## config.mk

```make
export PLATFORM = sky130hd
export DESIGN_NAME = window_watchdog_ctrl
export DESIGN_NICKNAME = d
export VERILOG_FILES = /design/src/rtl/wdt_pkg.sv /design/src/rtl/wdt_prescaler.sv /design/src/rtl/window_watchdog_ctrl.sv
export SDC_FILE = /design/constraint.sdc
export NUM_CORES = 1
export LEC_CHECK = 0
export CAP_MARGIN = 20
export CORE_UTILIZATION = 55
export CTS_CLUSTER_SIZE = 30
export DETAILED_ROUTE_END_ITERATION = 8
export MAX_ROUTING_LAYER = met4
export PLACE_DENSITY = 0.88
export SYNTH_ARGS = -nofsm -noshare
export SYNTH_HDL_FRONTEND = slang
export SYNTH_SLANG_ARGS = --single-unit
```

## constraint.sdc

```tcl
create_clock -name CLK -period 5.6 [get_ports CLK]
set_clock_uncertainty 0.15 [all_clocks]
set_input_delay 1.12 -clock CLK [delete_from_list [all_inputs] [get_ports CLK]]
set_output_delay 1.12 -clock CLK [all_outputs]
set_load 0.05 [all_outputs]
```

## src/rtl/wdt_pkg.sv

```systemverilog
// Shared encodings for the windowed watchdog: FSM state codes and fault codes.
package wdt_pkg;

    typedef enum logic [2:0] {
        ST_IDLE      = 3'b000,
        ST_FIRST     = 3'b001,
        ST_SECOND    = 3'b010,
        ST_RST_PULSE = 3'b011,
        ST_FAIL      = 3'b100
    } wdt_state_e;

    localparam logic [2:0] FLT_NONE    = 3'b000;
    localparam logic [2:0] FLT_EARLY   = 3'b001;
    localparam logic [2:0] FLT_TIMEOUT = 3'b010;
    localparam logic [2:0] FLT_CFG     = 3'b011;

endpackage

```

## src/rtl/wdt_prescaler.sv

```systemverilog
// Window tick generator: divides CLK by PRESCALE while enabled, sync clear on window entry.
module wdt_prescaler #(
    parameter int PRESCALE = 1000
) (
    input  logic CLK,
    input  logic RST,
    input  logic clr,
    input  logic en,
    output logic tick
);
    localparam int W = (PRESCALE > 1) ? $clog2(PRESCALE) : 1;
    localparam logic [W-1:0] LAST = W'(PRESCALE - 1);

    logic [W-1:0] cnt;

    // Free-running 0..PRESCALE-1 counter, restarted whenever a window is entered.
    always_ff @(posedge CLK or negedge RST) begin
        if (!RST)
            cnt <= '0;
        else if (clr)
            cnt <= '0;
        else if (en)
            cnt <= (cnt == LAST) ? '0 : cnt + 1'b1;
    end

    assign tick = en && (cnt == LAST);

endmodule

```

## src/rtl/window_watchdog_ctrl.sv

```systemverilog
// Windowed watchdog: closed first window, open second window, timed reset pulses,
// reset counting against a limit and a sticky fail state.
module window_watchdog_ctrl
    import wdt_pkg::*;
#(
    parameter int PRESCALE  = 1000,
    parameter int RST_PULSE = 16
) (
    input  logic       CLK,
    input  logic       RST,
    input  logic       INIT,
    input  logic       WDSRVC,
    input  logic [7:0] FWLEN,
    input  logic [7:0] SWLEN,
    input  logic [7:0] RST_LMT,
    output logic       SRVC_ACK,
    output logic       WDT_RST,
    output logic       WD_FAIL,
    output logic [2:0] FLT_CODE,
    output logic [2:0] WD_STATE,
    output logic [7:0] RST_CNT
);
    // Width sized for RST_PULSE+1 so a one-cycle pulse still gets a 1-bit counter.
    localparam int PW = $clog2(RST_PULSE + 1);
    localparam logic [PW-1:0] PULSE_LAST = PW'(RST_PULSE - 1);

    wdt_state_e    state_q, state_d;
    logic          wdsrvc_q, svc;
    logic          tick, in_window;
    logic [7:0]    fw_sh, sw_sh, tick_cnt;
    logic [PW-1:0] pulse_cnt;
    logic          pulse_done;
    logic          start_req, enter_first, enter_second, enter_rp;
    logic          flt_set;
    logic [2:0]    flt_new;

    logic          srvc_ack_d, wdt_rst_d, wd_fail_d;
    logic [2:0]    flt_code_d;
    logic [7:0]    rst_cnt_d;

    assign svc        = WDSRVC & ~wdsrvc_q;
    assign in_window  = (state_q == ST_FIRST) || (state_q == ST_SECOND);
    assign pulse_done = (pulse_cnt == PULSE_LAST);
    assign WD_STATE   = state_q;

    wdt_prescaler #(.PRESCALE(PRESCALE)) u_presc (
        .CLK  (CLK),
        .RST  (RST),
        .clr  (enter_first | enter_second),
        .en   (in_window),
        .tick (tick)
    );

    // State register.
    always_ff @(posedge CLK or negedge RST) begin
        if (!RST)
            state_q <= ST_IDLE;
        else
            state_q <= state_d;
    end

    // Next-state logic; a (re)start request is resolved after the case so a zero
    // SWLEN turns it into a config fault no matter where it came from.
    always_comb begin
        state_d      = state_q;
        start_req    = 1'b0;
        enter_first  = 1'b0;
        enter_second = 1'b0;
        enter_rp     = 1'b0;
        flt_set      = 1'b0;
        flt_new      = FLT_NONE;
        case (state_q)
            ST_IDLE: begin
                if (INIT)
                    start_req = 1'b1;
            end
            ST_FIRST: begin
                if (!INIT) begin
                    state_d = ST_IDLE;
                end else if (svc) begin
                    state_d  = ST_RST_PULSE;
                    enter_rp = 1'b1;
                    flt_set  = 1'b1;
                    flt_new  = FLT_EARLY;
                end else if (tick_cnt == fw_sh) begin
                    state_d      = ST_SECOND;
                    enter_second = 1'b1;
                end
            end
            ST_SECOND: begin
                if (!INIT) begin
                    state_d = ST_IDLE;
                end else if (svc) begin
                    state_d     = ST_FIRST;
                    enter_first = 1'b1;
                end else if (tick_cnt == sw_sh) begin
                    state_d  = ST_RST_PULSE;
                    enter_rp = 1'b1;
                    flt_set  = 1'b1;
                    flt_new  = FLT_TIMEOUT;
                end
            end
            ST_RST_PULSE: begin
                if (pulse_done) begin
                    if ((RST_LMT != 8'd0) && (RST_CNT >= RST_LMT))
                        state_d = ST_FAIL;
                    else if (INIT)
                        start_req = 1'b1;
                    else
                        state_d = ST_IDLE;
                end
            end
            ST_FAIL: state_d = ST_FAIL;
            default: state_d = ST_IDLE;
        endcase
        if (start_req) begin
            if (SWLEN == 8'd0) begin
                state_d  = ST_RST_PULSE;
                enter_rp = 1'b1;
                flt_set  = 1'b1;
                flt_new  = FLT_CFG;
            end else begin
                state_d     = ST_FIRST;
                enter_first = 1'b1;
            end
        end
    end

    // Next values of the registered outputs, derived from the transition just decided.
    always_comb begin
        srvc_ack_d = svc;
        wdt_rst_d  = (state_d == ST_RST_PULSE) || (state_d == ST_FAIL);
        wd_fail_d  = (state_d == ST_FAIL);
        flt_code_d = flt_set ? flt_new : FLT_CODE;
        rst_cnt_d  = (enter_rp && (RST_CNT != 8'hFF)) ? RST_CNT + 8'd1 : RST_CNT;
    end

    // Output registers.
    always_ff @(posedge CLK or negedge RST) begin
        if (!RST) begin
            SRVC_ACK <= 1'b0;
            WDT_RST  <= 1'b0;
            WD_FAIL  <= 1'b0;
            FLT_CODE <= FLT_NONE;
            RST_CNT  <= 8'd0;
        end else begin
            SRVC_ACK <= srvc_ack_d;
            WDT_RST  <= wdt_rst_d;
            WD_FAIL  <= wd_fail_d;
            FLT_CODE <= flt_code_d;
            RST_CNT  <= rst_cnt_d;
        end
    end

    // Service-edge history, tracked in every state.
    always_ff @(posedge CLK or negedge RST) begin
        if (!RST)
            wdsrvc_q <= 1'b0;
        else
            wdsrvc_q <= WDSRVC;
    end

    // Window lengths are sampled once per FIRST entry so mid-window writes wait.
    always_ff @(posedge CLK or negedge RST) begin
        if (!RST) begin
            fw_sh <= 8'd0;
            sw_sh <= 8'd0;
        end else if (enter_first) begin
            fw_sh <= FWLEN;
            sw_sh <= SWLEN;
        end
    end

    // Ticks elapsed in the current window; saturates so it can never wrap to a match.
    always_ff @(posedge CLK or negedge RST) begin
        if (!RST)
            tick_cnt <= 8'd0;
        else if (enter_first || enter_second)
            tick_cnt <= 8'd0;
        else if (tick && (tick_cnt != 8'hFF))
            tick_cnt <= tick_cnt + 8'd1;
    end

    // Reset pulse length counter; restarts on every pulse entry, including back-to-back.
    always_ff @(posedge CLK or negedge RST) begin
        if (!RST)
            pulse_cnt <= '0;
        else if (enter_rp)
            pulse_cnt <= '0;
        else if ((state_q == ST_RST_PULSE) && !pulse_done)
            pulse_cnt <= pulse_cnt + 1'b1;
    end

endmodule

```

==> flow_summary.toml, run 1 <==
[route]
drtIter0Drc = 229
viasPerCell = 5.874
wl_mm = 6.678
dr.pass1.iters = 4
wire_per_inst_um = 15.35
vias = 2555
ant_nets = 0
route.detailed.drc = 0

[cts]
postCtsSetupBuffers = 0
clk_pin_slew_ps = 90
clock_path_buffers = 2
ctsHtreeMaxLevel = 2
ctsResizeCount = 0
cts_buffers = 5
ctsHoldBuffers = 0
cts_tree = "built"
worst_skew_pair.late_latency_ps = 320
clock-sinks = 56
cts-root-buf = "clkbuf_8"

[critical_path]
slowest_delay_ps = 760
r2r_slack_ps = 2390
crit_fanout = 16
rr_worst_depth = 8
end_kind = "register"
cp_cell_sequence = "clkdlybuf4s50_1 > inv_1 > ha_1 > nor2b_1 > o211a_1 > o311ai_4 > a32oi_2 > o21a_1 > mux2_2"
crit_buf_inv = 2
r2r-end = "fw_sh[3]"
crit_required_ps = 5660
crit_family = "compound AO/OA/AOI/OAI gates"
critical_path_class = "in2reg"
crit_path_top_delay_cell = "o21a_1"
arrival_ps = 3890
startpoint_type = "input pin"
r2r-start = "pulse_cnt[0]"

[global_route]
grt_pass1_vias = 2449
grt_first_pass_wirelength_mm = 11.21
overflow = 0
antenna_found_initial = 0
grtUsageTotal = 0.2354
grt_max_degree = 57

[placement]
io_buffers = 43
detailed_place_hpwl_mm = 4.967
place_congestion = 0.8649

[synthesis]
synthCells = 325
syn_area_um2 = 3321
yosys-top-cells-count = "dfrtp_1, nand2_1, nor2_1, nand3_1, xnor2_1"
ys_ff_latch = 56
synth_area_leaders = "dfrtp_1, ha_1, mux2_4"
yosys.cell_types.count = 56
synth_area_per_cell_um2 = 10.22
syn-num-nets = 366
ys_warn_count = 0
synth_edf_count = 0
yosysSeqAreaShare = 0.4220
yosysTopAreaCell = "dfrtp_1"
synth_most_common_cell = "dfrtp_1"
synth_top_cell_area_share = 0.4220
synth_top_flop_cell = "dfrtp_1"
async_flop_share = 1.000

[min_path]
hold_end = "FLT_CODE[1]"
whs_path_depth = 2
hold_class = "reg2reg"
min_from = "FLT_CODE[1]"

[timing]
finalSetupViolCount = 0
maxSlewHeadroom = 0.3824
fmax_mhz = 260.6
tightest_slew_ps = 914.5
slew_violations = 0
tns_ps = 0
fin_crit_ps = 3837
grt_setup_unrepaired = "false"
period_share = 0.6851
hold_viol_final = 0

[flow_run]
cap_violations = 0

[layout]
drive_above_1_share = 0.1074
syn_to_final_growth_pct = 15.71
nets = 403
n_antenna_cell = 0

[power_and_ir_drop]
p_per_area_nw_per_um2 = 408.1
p_total_mw = 1.568
leakagePower_nw = 1.721
ir_drop_mv = 0.3088

[floorplan]
core_um2 = 5675
rows = 27
io_pins = 45
start_util = 0.5851
die_x_um = 79.70
die_area_um2 = 6352
die_y_um = 79.70

[status]
status = "completed"
-- stage by stage --
stage / util / cell area, um^2 / worst slack [ps] / hold slack [ps] / cells
after global routing: 0.6770 / 3842 / 1637 / 411.9 / 435
final: 0.6770 / 3842 / 1763 / 357.1 / 435
after CTS: 0.6770 / 3842 / 1773 / 360.2 / 435
after global placement: 0.6620 / 3757 / 1539 / 339.6 / 427
after floorplan: - / 3321 / 2267 / 335.0 / 325
after detailed placement: 0.6620 / 3757 / 1443 / 337.1 / 427
-- worst register-to-register path: cells and delay by family, from the launching register on --
| kind | cells | cell delay (ps) |
|---|---|---|
| compound gates | 2 | 1060 |
| simple gates | 3 | 610 |
| fa+ha+maj | 2 | 430 |
| flops | 1 | 420 |
| mux | 1 | 420 |
-- report_power, final --
group	total, mW	internal [mW]	leakage [nW]	switching [mW]
Combinational	0.674	0.311	0.969	0.363
Clock	0.220	0.0897	0.0424	0.130
Sequential	0.674	0.537	0.710	0.137
-- how the worst max path moves through the flow --
stage,end,depth (start not counted),slack (ps),start
6_report,fw_sh[3],9,1760,RST_LMT[1]
3_3_place_gp,fw_sh[2],9,1540,RST_LMT[1]
4_1_cts,sw_sh[7],9,1770,RST_LMT[1]
5_1_grt,sw_sh[7],9,1640,RST_LMT[1]
3_5_place_dp,fw_sh[2],9,1440,RST_LMT[1]
2_1_floorplan,fw_sh[0],10,2270,RST_LMT[1]
-- per-layer routing --
| layer | vias up | part of all wire | track usage |
|---|---|---|---|
| met1 | 1263 | 0.47 | 0.3144 |
| met3 | 8 | 0.041 | 0.05143 |
| li1 | 1229 | - | - |
| met2 | 55 | 0.47 | 0.3632 |
| met4 | 0 | 0.012 | 0.06182 |
| met5 | - | 0 | - |
-- registers in the layout (all words and copies together) (netlist names) --
register	count
WD_FAIL	1
pulse_cnt	5
WDT_RST	1
tick_cnt	8
sw_sh	8
WD_STATE	3
fw_sh	8
RST_CNT	8
wdsrvc_q	1
SRVC_ACK	1
FLT_CODE	2
u_presc.cnt	10
-- area by class of cell --
cell class	count	area (um^2)
Clock inverter	1	8.758
Fill cell	445	1833
Clock buffer	7	76.32
Multi-Input combinational cell	240	1777
Tap cell	72	90.09
Inverter	15	56.30
Timing Repair Buffer	44	432.9
Sequential cell	56	1401
-- cells by family (layout without fill, tap and decap cells) --
group / after synthesis / in the layout / share of synthesized area
xor gates and xnor gates: 31 / 31 / 0.08176
buffers and inverters: 29 / 67 / 0.04295
and+or+nand+nor: 132 / 132 / 0.2152
adders and majority gates: 13 / 13 / 0.04898
DFF: 56 / 56 / 0.4220
AOI/OAI and AO/OA: 42 / 42 / 0.1059
other: 1 / 1 / 0.001129
muxes: 21 / 21 / 0.08214
-- cells in the final DEF (no fill, tap or decap), types with 3 or more instances in the layout --
| master | Yosys | routed |
|---|---|---|
| a21oi_1 | 10 | 10 |
| a31oi_1 | 6 | 6 |
| and3_1 | 8 | 8 |
| clkbuf_8 | 0 | 5 |
| clkdlybuf4s50_1 | 0 | 42 |
| dfrtp_1 | 56 | 56 |
| ha_1 | 13 | 13 |
| inv_1 | 15 | 15 |
| mux2_1 | 3 | 3 |
| mux2_2 | 7 | 7 |
| mux2_4 | 10 | 10 |
| nand2_1 | 29 | 29 |
| nand2b_1 | 4 | 4 |
| nand3_1 | 18 | 18 |
| nand3b_1 | 5 | 5 |
| nand4_1 | 8 | 8 |
| nand4b_1 | 8 | 8 |
| nor2_1 | 21 | 21 |
| nor2b_1 | 3 | 3 |
| nor3_1 | 8 | 8 |
| nor4_1 | 3 | 3 |
| o21ai_0 | 5 | 5 |
| or2_2 | 5 | 5 |
| or4_1 | 3 | 3 |
| xnor2_1 | 16 | 16 |
| xor2_1 | 15 | 15 |
(Power assumes the default switching activity.)
==> run 2, diff against run 1 <==
==> constraint.sdc (replaced) <==
create_clock -name CLK -period 3.65 [get_ports CLK]
set_clock_uncertainty 0.15 [all_clocks]
set_input_delay 0.73 -clock CLK [delete_from_list [all_inputs] [get_ports CLK]]
set_output_delay 0.73 -clock CLK [all_outputs]
set_load 0.05 [all_outputs]
==> run 2 against run 1 <==
Power increased by 57%. Global-route usage increased by 1.4 points. First-iteration DRC count decreased by 30%. Cell count increased by 1.6%. Routed wire length increased by 2.8%. Sequential share of layout area decreased by 0.57 points. Combinational power increased by 59%. Utilization increased by 1.1 points. Highest routed layer unchanged. Largest cell class unchanged. Worst setup slack got worse by 1300 ps.
==> flow_summary.toml, run 2 (synthesis gave the netlist of run 1 again) <==
[status]
status = "completed"

[critical_path]
startpoint_type = "input pin"
end_kind = "register"
crit_path_top_delay_cell = "clkdlybuf4s50_1"
critical_path_class = "in2reg"
crit_required_ps = 3700
arrival_ps = 3240
crit_fanout = 16
slowest_delay_ps = 480
cp_cell_sequence = "clkdlybuf4s50_1 > inv_1 > ha_1 > nor2b_1 > o211a_1 > o311ai_4 > a32oi_2 > o21a_1 > buf_4 > mux2_4"

[power_and_ir_drop]
ir_drop_mv = 0.4160
p_total_mw = 2.462
p_per_area_nw_per_um2 = 630.7
leakagePower_nw = 1.757

[layout]
final_common_cell = "dfrtp_1"
stdcell_area_um2 = 3904
largest_reg_flops = 10
drive_above_1_share = 0.1270
fillers = 432
final_cell_mix = "dfrtp_1, clkdlybuf4s50_1, nand2_1"
regMostFlops = "u_presc.cnt"
nets = 410
n_antenna_cell = 0
syn_to_final_growth_pct = 17.56
finalNonFillerCells = 442

[cts]
clock_path_buffers = 2
ctsHtreeMaxLevel = 2
ctsResizeCount = 0
cts-root-buf = "clkbuf_8"
ctsHoldBuffers = 0
clk_pin_slew_ps = 100
postCtsSetupBuffers = 0
worst_skew_pair.late_latency_ps = 310
clock-sinks = 56
cts_tree = "built"
cts_buffers = 5

[min_path]
hold_class = "in2async"

[route]
dr.pass1.iters = 4
drtIter0Drc = 160
vias = 2581
route.detailed.drc = 0
wl_mm = 6.868
wire_per_inst_um = 15.54
viasPerCell = 5.839
ant_nets = 0

[timing]
slew_violations = 0
fin_crit_ps = 3190
tns_ps = 0
period_share = 0.8740
fmax_mhz = 313.5
holdWs_ps = 311.8
grt_setup_unrepaired = "false"
hold_viol_final = 0
tightest_slew_ps = 810.2
finalSetupViolCount = 0
maxSlewHeadroom = 0.4579

[placement]
post-place-cells = 434
place_area_um2 = 3810
detailed_place_hpwl_mm = 5.395
place_congestion = 0.8985
io_buffers = 43

[floorplan]
rows = 27
core_um2 = 5675
start_util = 0.5851
io_pins = 45
die_y_um = 79.70
die_area_um2 = 6352
die_x_um = 79.70

[global_route]
grtUsageTotal = 0.2492
antenna_found_initial = 0
grt_pass1_vias = 2547
overflow = 0
grt_max_degree = 34
grt_first_pass_wirelength_mm = 11.76

[flow_run]
cap_violations = 0
==> run 2: path summary, 6_finish.rpt <==
kind | start | slack (ps) | cells past startpoint | endpoint
worst min-delay path | RST | 310 | 1 | WD_FAIL
worst max register to register | pulse_cnt[0] | 830 | 9 | fw_sh[2]
worst max-delay path | RST_LMT[1] | 460 | 10 | sw_sh[1]
max in group asynchronous | RST | 2340 | 2 | RST_CNT[0]
min in group CLK | FLT_CODE[1] | 370 | 2 | FLT_CODE[1]
worst min register to register | FLT_CODE[1] | 370 | 2 | FLT_CODE[1]
==> run 2: final cells by class <==
type	instances	area, um^2	share of cell area
Timing Repair Buffer	51	485.5	0.1244
Tap cell	72	90.09	0.02308
Inverter	15	56.30	0.01442
Sequential cell	56	1401	0.3590
Multi-Input combinational cell	240	1777	0.4551
Clock buffer	7	86.33	0.02212
Clock inverter	1	7.507	0.001923
==> run 2: critical path, delay by kind of cell <==
kind	cells	cell delay, ps
AO/OA/AOI/OAI	4	1010
AND/OR/NAND/NOR	1	150
multiplexers	1	320
buffers and inverters	3	740
adder cells (fa/ha/maj)	1	290
==> run 2: where the power goes <==
| part | switching (mW) | leakage (nW) | internal (mW) |
|---|---|---|---|
| Clock | 0.197 | 0.0445 | 0.155 |
| Combinational | 0.569 | 1.00 | 0.504 |
| Sequential | 0.215 | 0.710 | 0.823 |
==> run 2: through the flow <==
stage | worst slack, ps | util
3_5_place_dp | 144.7 | 0.6713
2_1_floorplan | 706.6 | -
4_1_cts | 468.7 | 0.6878
5_1_grt | 347.4 | 0.6878
3_3_place_gp | 201.9 | 0.6713
6_report | 459.9 | 0.6878
==> run 2: metal layers <==
layer  vias up  track usage  part of all wire
li1       1247            -                 -
met1      1257       0.3102              0.44
met3        12      0.04229             0.040
met4         0      0.09091             0.019
met2        65       0.4077              0.50
met5         -            -                 0
==> run 3, diff against run 2 <==
--- a/config.mk
+++ b/config.mk
@@ -9,7 +9,6 @@
 export CORE_UTILIZATION = 55
 export CTS_CLUSTER_SIZE = 30
 export DETAILED_ROUTE_END_ITERATION = 8
-export MAX_ROUTING_LAYER = met4
 export PLACE_DENSITY = 0.88
 export SYNTH_ARGS = -nofsm -noshare
 export SYNTH_HDL_FRONTEND = slang
==> run 3 against run 2 <==
Die area unchanged. Largest cell class unchanged. Routed wire length grew 0.15%. Cell count is the same. Critical endpoint unchanged. Critical path depth stayed put. Register-to-register slack barely moved. Clock-buffer cell count did not move. Sequential cell count is the same. Sequential share of layout area stayed put. Via count up 0.27%. Fmax barely moved.
==> flow_summary.toml, run 3 (synthesis gave the netlist of run 1 again) <==
[route]
wl_mm = 6.878
ant_nets = 0
vias = 2588
dr.pass1.iters = 4
drtIter0Drc = 134
wire_per_inst_um = 15.56
viasPerCell = 5.855
route.detailed.drc = 0

[placement]
io_buffers = 43
place_congestion = 0.8838
place_area_um2 = 3810
detailed_place_hpwl_mm = 5.395
post-place-cells = 434

[power_and_ir_drop]
leakagePower_nw = 1.757
pwr-share-seq = 0.421
p_clk_frac = 0.143
p_sw_uw = 979.7
p_int_mw = 1.482
p_per_area_nw_per_um2 = 630.7
switching_share = 0.3979
ir_drop_mv = 0.4160
combPwrFrac = 0.436

[global_route]
grt_pass1_vias = 2545
grt_first_pass_wirelength_mm = 11.76
antenna_found_initial = 0
grtUsageTotal = 0.2419
grt_max_degree = 34
overflow = 0

[cts]
ctsHtreeMaxLevel = 2
postCtsSetupBuffers = 0
ctsResizeCount = 0
cts_buffers = 5
cts_tree = "built"
cts-root-buf = "clkbuf_8"
worst_skew_pair.late_latency_ps = 310
clk_pin_slew_ps = 90
clock_path_buffers = 2
clock-sinks = 56
ctsHoldBuffers = 0

[flow_run]
cap_violations = 0

[layout]
fillers = 432
n_antenna_cell = 0
fin_util = 0.6878
stdcell_area_um2 = 3904
largest_reg_flops = 10
multi_input_area_um2 = 1777
register_area_um2 = 1401
syn_to_final_growth_pct = 17.56
finalNonFillerCells = 442
nets = 410
final_cell_mix = "dfrtp_1, clkdlybuf4s50_1, nand2_1"
drive_above_1_share = 0.1270
regMostFlops = "u_presc.cnt"
final_common_cell = "dfrtp_1"

[timing]
hold_viol_final = 0
fmax_mhz = 313.6
maxSlewHeadroom = 0.4538
fin_crit_ps = 3189
finalSetupViolCount = 0
grt_setup_unrepaired = "false"
holdWs_ps = 315.9
slew_violations = 0
tightest_slew_ps = 816.2
period_share = 0.8738
tns_ps = 0

[critical_path]
startpoint_type = "input pin"
r2r_slack_ps = 830
slowest_delay_ps = 480
crit_fanout = 16
cp_cell_sequence = "clkdlybuf4s50_1 > inv_1 > ha_1 > nor2b_1 > o211a_1 > o311ai_4 > a32oi_2 > o21a_1 > buf_4 > mux2_4"
end_kind = "register"
r2r-end = "fw_sh[2]"
crit_end = "sw_sh[1]"
critical_path_class = "in2reg"
crit_path_start = "RST_LMT[1]"
crit_path_top_delay_cell = "clkdlybuf4s50_1"
crit_required_ps = 3700
r2r-start = "pulse_cnt[0]"
arrival_ps = 3240
rr_worst_depth = 9

[floorplan]
start_util = 0.5851
die_x_um = 79.70
rows = 27
core_um2 = 5675
die_y_um = 79.70
io_pins = 45
die_area_um2 = 6352

[min_path]
hold_class = "in2async"

[status]
status = "completed"
[run 3: cell counts in the layout (fill, tap and decap cells not counted)]
Identical to the previous run, type by type.
[run 3: power groups by stage]
| stage | Clock, mW | Sequential, mW | Combinational (mW) |
|---|---|---|---|
| 2_1_floorplan | 0 | 1.10 | 0.709 |
| 3_3_place_gp | 0 | 1.03 | 1.02 |
| 3_5_place_dp | 0 | 1.05 | 1.07 |
| 4_1_cts | 0.361 | 1.04 | 1.08 |
| 5_1_grt | 0.387 | 1.07 | 1.17 |
| 6_report | 0.352 | 1.04 | 1.07 |
[run 3: worst min-delay path by stage]
stage | startpoint | endpoint | slack [ps] | depth (start not counted)
3_5_place_dp | FLT_CODE[1] | FLT_CODE[1] | 340 | 2
4_1_cts | RST | RST_CNT[1] | 350 | 1
3_3_place_gp | FLT_CODE[1] | FLT_CODE[1] | 340 | 2
5_1_grt | RST | WD_STATE[2] | 370 | 1
2_1_floorplan | RST | FLT_CODE[0] | 280 | 0
6_report | RST | WD_FAIL | 320 | 1
[run 3: final cells by class]
type | instances | area share
clock inverters | 1 | 0.001923
inverters | 15 | 0.01442
clock buffers | 7 | 0.02212
well taps | 72 | 0.02308
repair buffers | 51 | 0.1244
multi-input cells | 240 | 0.4551
flip-flops and latches | 56 | 0.3590
[run 3: layer usage]
layer	share of wire	wire, um	track usage
met1	0.44	3001	0.3080
met2	0.50	3435	0.4085
met3	0.045	312	0.04229
met4	0.019	129	0.09091
met5	0	0	0
[run 3: stage by stage]
stage               total power, mW  worst slack [ps]
floorplan                     1.811             706.6
global placement              2.048             201.9
detailed placement            2.123             144.7
CTS                           2.476             468.7
global route                  2.621             345.4
finish                        2.462             460.8
[run 3: worst max-delay path, delay by kind of cell]
family / cells / cell delay, ps
mux: 1 / 320
simple gates: 1 / 150
compound gates: 4 / 1010
buf+inv: 3 / 740
fa+ha+maj: 1 / 290
